File: config.mk
export PLATFORM = sky130hd
export DESIGN_NAME = serial_adder
export DESIGN_NICKNAME = d
export VERILOG_FILES = /design/src/rtl/serial_arith_pkg.sv /design/src/rtl/fulladder.sv /design/src/rtl/serial_adder.sv
export SDC_FILE = /design/constraint.sdc
export NUM_CORES = 1
export LEC_CHECK = 0
export ABC_AREA = 1
export CAP_MARGIN = 20
export CORE_UTILIZATION = 54
export DETAILED_ROUTE_END_ITERATION = 8
export PLACE_DENSITY = 0.84
export SLEW_MARGIN = 10
export SYNTH_ARGS = -nofsm -noshare
export SYNTH_HDL_FRONTEND = slang
export SYNTH_HIERARCHICAL = 1
export SYNTH_SLANG_ARGS = --single-unit
File: constraint.sdc
create_clock -name clk -period 1.7 [get_ports clk]
set_input_delay 0.34 -clock clk [delete_from_list [all_inputs] [get_ports clk]]
set_output_delay 0.34 -clock clk [all_outputs]
set_load 0.01 [all_outputs]
File: src/rtl/serial_arith_pkg.sv
// Shared types for the bit-serial arithmetic blocks: FSM state encoding and default width.
package serial_arith_pkg;

   localparam int DEFAULT_WIDTH = 8;

   localparam logic [1:0] ST_IDLE = 2'd0;
   localparam logic [1:0] ST_RUN  = 2'd1;
   localparam logic [1:0] ST_DONE = 2'd2;

   typedef enum logic [1:0] {
      IDLE = ST_IDLE,
      RUN  = ST_RUN,
      DONE = ST_DONE
   } state_t;

endpackage

File: src/rtl/fulladder.sv
// One-bit full-adder cell.
module fulladder (
   output logic s,
   output logic cout,
   input  logic a,
   input  logic b,
   input  logic cin
);

   assign s    = a ^ b ^ cin;
   assign cout = (a & b) | (cin & (a ^ b));

endmodule

File: src/rtl/serial_adder.sv
// Bit-serial WIDTH-bit adder: one bit pair per clock through a single fulladder, LSB first,
// with valid/ready handshakes on operands and result.
module serial_adder
   import serial_arith_pkg::*;
#(
   parameter  int WIDTH = DEFAULT_WIDTH,
   localparam int CNT_W = $clog2(WIDTH)
) (
   input  logic             clk,
   input  logic             rst,
   input  logic             in_valid,
   output logic             in_ready,
   input  logic [WIDTH-1:0] a,
   input  logic [WIDTH-1:0] b,
   input  logic             cin,
   output logic             out_valid,
   input  logic             out_ready,
   output logic [WIDTH-1:0] sum,
   output logic             cout
);

   localparam logic [CNT_W-1:0] LAST_BIT = CNT_W'(WIDTH - 1);

   state_t           state, state_nxt;
   logic [WIDTH-1:0] a_sh, b_sh;
   logic [CNT_W-1:0] cnt;
   logic             carry;
   logic             fa_s, fa_c;
   logic             accept, last;

   assign in_ready  = (state == IDLE);
   assign out_valid = (state == DONE);
   assign accept    = in_valid && in_ready;
   assign last      = (cnt == LAST_BIT);

   fulladder u_fa (
      .s    (fa_s),
      .cout (fa_c),
      .a    (a_sh[0]),
      .b    (b_sh[0]),
      .cin  (carry)
   );

   always_ff @(posedge clk or posedge rst) begin
      if (rst) state <= IDLE;
      else     state <= state_nxt;
   end

   always_comb begin
      state_nxt = state;
      case (state)
         IDLE:    if (accept)    state_nxt = RUN;
         RUN:     if (last)      state_nxt = DONE;
         DONE:    if (out_ready) state_nxt = IDLE;
         default:                state_nxt = IDLE;
      endcase
   end

   // Operands are captured only on an accepted handshake, so idle-bus X never reaches state.
   always_ff @(posedge clk or posedge rst) begin
      if (rst) begin
         a_sh  <= '0;
         b_sh  <= '0;
         sum   <= '0;
         cout  <= 1'b0;
         cnt   <= '0;
         carry <= 1'b0;
      end else begin
         case (state)
            IDLE: begin
               if (accept) begin
                  a_sh  <= a;
                  b_sh  <= b;
                  carry <= cin;
                  cnt   <= '0;
               end
            end
            RUN: begin
               a_sh  <= a_sh >> 1;
               b_sh  <= b_sh >> 1;
               sum   <= {fa_s, sum[WIDTH-1:1]};
               carry <= fa_c;
               cnt   <= cnt + 1'b1;
               if (last) cout <= fa_c;
            end
            default: ;
         endcase
      end
   end

endmodule

==> summary.txt <==
Placement
  – Routability cong.: 0.760
  – Post-DP HPWL: 1930 um
  – Placed cell area: 0.00183 mm2
  – IO Port Bufs: 31

Critical path
  – Flop-to-flop setup slack: 0.25 ns
  – CP max-delay cell: clkdlybuf4s50_1
  – Worst Setup Start Kind: flop
  – R2r startpoint: state[0]
  – Crit path cell chain: clkdlybuf4s50_1
  – Critical path buffer and inverter count: 1
  – Setup Crit Path Kind: reg2out
  – Slowest stage delay, CP: 0.55 ns
  – Top Family by Delay on Critical Path: buffers and inverters
  – Endpoint type of the worst setup path: primary output
  – Largest fanout on the critical path: 3
  – Crit path DAT: 1.26 ns
  – Worst r2r path cells: 6
  – WP data required: 1.36 ns
  – FF-to-FF End: b_sh[4]

Final layout
  – # diodes: 0
  – Final nets: 256
  – Layout cells sized above 1: 0.0773
  – Fin area: 0.00190 mm2
  – Area delta synth->final: 24.8%

Yosys
  – Top-count cell post-synth: nand2_1
  – Post-synth top flop: dfrtp_1
  – Number of library cell types mapped by synthesis: 19
  – Most area-consuming cells after synthesis: dfrtp_1 (51%), nand2_1 (23%), inv_1 (7.9%)
  – Top cell type's share of synthesized area: 0.508
  – Area leader, netlist: dfrtp_1
  – Post-Synthesis Cells: 197
  – Yosys warning count: 6
  – Commonest cells in the netlist: nand2_1 (92), inv_1 (32), dfrtp_1 (31), nand3_1 (17), nor2_1 (4)
  – Sequential-to-total area share from yosys stat: 0.508
  – Mean Syn Cell Area: 7.75 um2
  – Register bit total from synthesis: 31
  – Post-synth EDFFs: 0
  – Syn_nets: 221
  – Ys async rst share: 1.00
  – Post-Syn Area: 0.00153 mm2

Min path
  – Hold Crit Class: in2async

Global route
  – Pin count of the biggest net entering global routing: 32
  – Initial antenna violation count: 0
  – First-pass GRT wire length: 4460 um
  – GRT Total Usage: 0.215
  – Global route overflow: 0
  – Vias in the first global route: 1044

Flow run
  – Maxcap violations: 0

Drt
  – Antenna Nets Post-Route: 0
  – WL met1: 1310 um
  – Met2 WL: 1250 um
  – Drt first pass iters: 4
  – Drt via density: 4.75
  – Routed vias: 1248
  – Final WL: 2750 um
  – Met3 wire length: 174 um
  – Top layer in use: met4
  – Wire length per cell: 10.5 um
  – Iter 0 DRT Violations: 31
  – # DRC: 0

Timing
  – Min Tclk post-route: 1.60 ns
  – Fin Hold WS: 0.397 ns
  – Final Skew: 0.00464 ns
  – Worst slew pin tran: 0.396 ns
  – Final Hold Viols: 0
  – Max Slew Vio Count: 0
  – Fin Setup TNS: 0 ns
  – Final setup fails: 0
  – Fmax: 623 MHz
  – RSZ-0062 raised after global routing: no
  – Crit share post-route: 0.944
  – Rel. slew slack: 0.736

Floorplan
  – Initial core utilization: 0.595
  – Die footprint: 0.00304 mm2
  – Die Y: 55.2 um
  – Total core area: 0.00257 mm2
  – Die width: 55.2 um
  – Boundary Pins: 32
  – FP Rows: 18

Power
  – Power, Total: 3160 uW
  – Pwr dens: 1660 mW/mm2
  – Leak: 0.00107 uW
  – Maximum VDD drop: 1.35 mV

Clock tree
  – Clock Tree Root: clkbuf_4
  – CTS tree: built
  – Worst-Skew Late Latency: 0.32 ns
  – Clock sink count: 31
  – H-tree level count: 2
  – Inserted Clock Buffers: 5
  – Clk slew on worst S/H paths: 0.10 ns
  – Max Root-Sink Buffers: 2

Outcome
  – Outcome: finished clean
how the worst max path moves through the flow:
stage	startpoint	to	slack [ns]	depth (start not counted)
global placement	in_valid	b_sh[4]	0.22	6
finish	sum[5]	sum[5]	0.1	1
global route	sum[2]	sum[2]	0.04	1
CTS	state[1]	in_ready	0.06	3
detailed placement	in_valid	b_sh[4]	0.18	6
floorplan	state[0]	out_valid	0.48	3
area by class of cell:
type,count,area [um2]
tap,30,37.5
multi-input combinational,125,556
clock buffer,8,68.8
inverter,34,133
fill,208,663
sequential,31,776
timing repair buffer,35,334
sequential cells by signal (all words and copies together) (netlist names):
register / count
carry: 1
state: 2
cnt: 3
b_sh: 8
sum: 8
cout: 1
a_sh: 8
layout by cell type (no fill, tap or decap):
master | netlist | layout
o21ai_0 | 3 | 3
o31ai_1 | 1 | 1
nand2_1 | 92 | 92
inv_2 | 1 | 1
nor2_1 | 4 | 4
dlygate4sd2_1 | 0 | 1
dfrtp_1 | 31 | 31
inv_6 | 1 | 1
inv_1 | 32 | 32
ha_1 | 2 | 2
clkdlybuf4s50_1 | 0 | 29
nand2_2 | 1 | 1
clkbuf_4 | 0 | 5
a21oi_2 | 1 | 1
clkbuf_8 | 0 | 2
nand2_4 | 2 | 2
a21oi_1 | 1 | 1
clkbuf_2 | 0 | 1
buf_4 | 2 | 4
nand3_1 | 17 | 17
fa_1 | 1 | 1
clkbuf_1 | 0 | 1
worst reg2reg max path: stages (launching register included):
cell and delay (ns):
dfrtp_1 0.41, buf_4 0.21, nand2_4 0.25, nand2_4 0.21, inv_6 0.19, nand2_1 0.07, nand2_1 0.07
logic make-up (layout without fill, tap and decap cells):
logic type / after synthesis / after routing / share of synthesized area
DFF: 31 / 31 / 0.508
AOI/OAI and AO/OA: 6 / 6 / 0.0238
buffers and inverters: 41 / 77 / 0.128
adders and majority gates: 3 / 3 / 0.0295
and+or+nand+nor: 116 / 116 / 0.311
report_power, final:
part,switching (uW),total (uW),internal (uW),leakage (uW)
registers,201,1270,1070,0.000385
clock network,248,491,243,0.0000386
logic,786,1400,611,0.000651
total,1240,3160,1930,0.00107
through the flow:
stage | instances | util | worst slack [ns]
2_1_floorplan | 197 | - | 0.484
3_3_place_gp | 254 | 0.714 | 0.216
3_5_place_dp | 254 | 0.714 | 0.184
4_1_cts | 263 | 0.743 | 0.0598
5_1_grt | 263 | 0.742 | 0.0412
6_report | 263 | 0.742 | 0.0956
routing by layer:
layer | vias to the layer above | GRT usage
met5 | - | 0
met4 | 0 | 0.0500
met3 | 4 | 0.0820
met2 | 37 | 0.339
met1 | 556 | 0.281
li1 | 651 | -
repair_timing:
item	CTS	global route
resized for setup	2	2
hold buffers	0	0
endpoints found under the setup margin	2	1
setup buffers	1	0
Note: power is estimated with default switching activity, not from simulation.
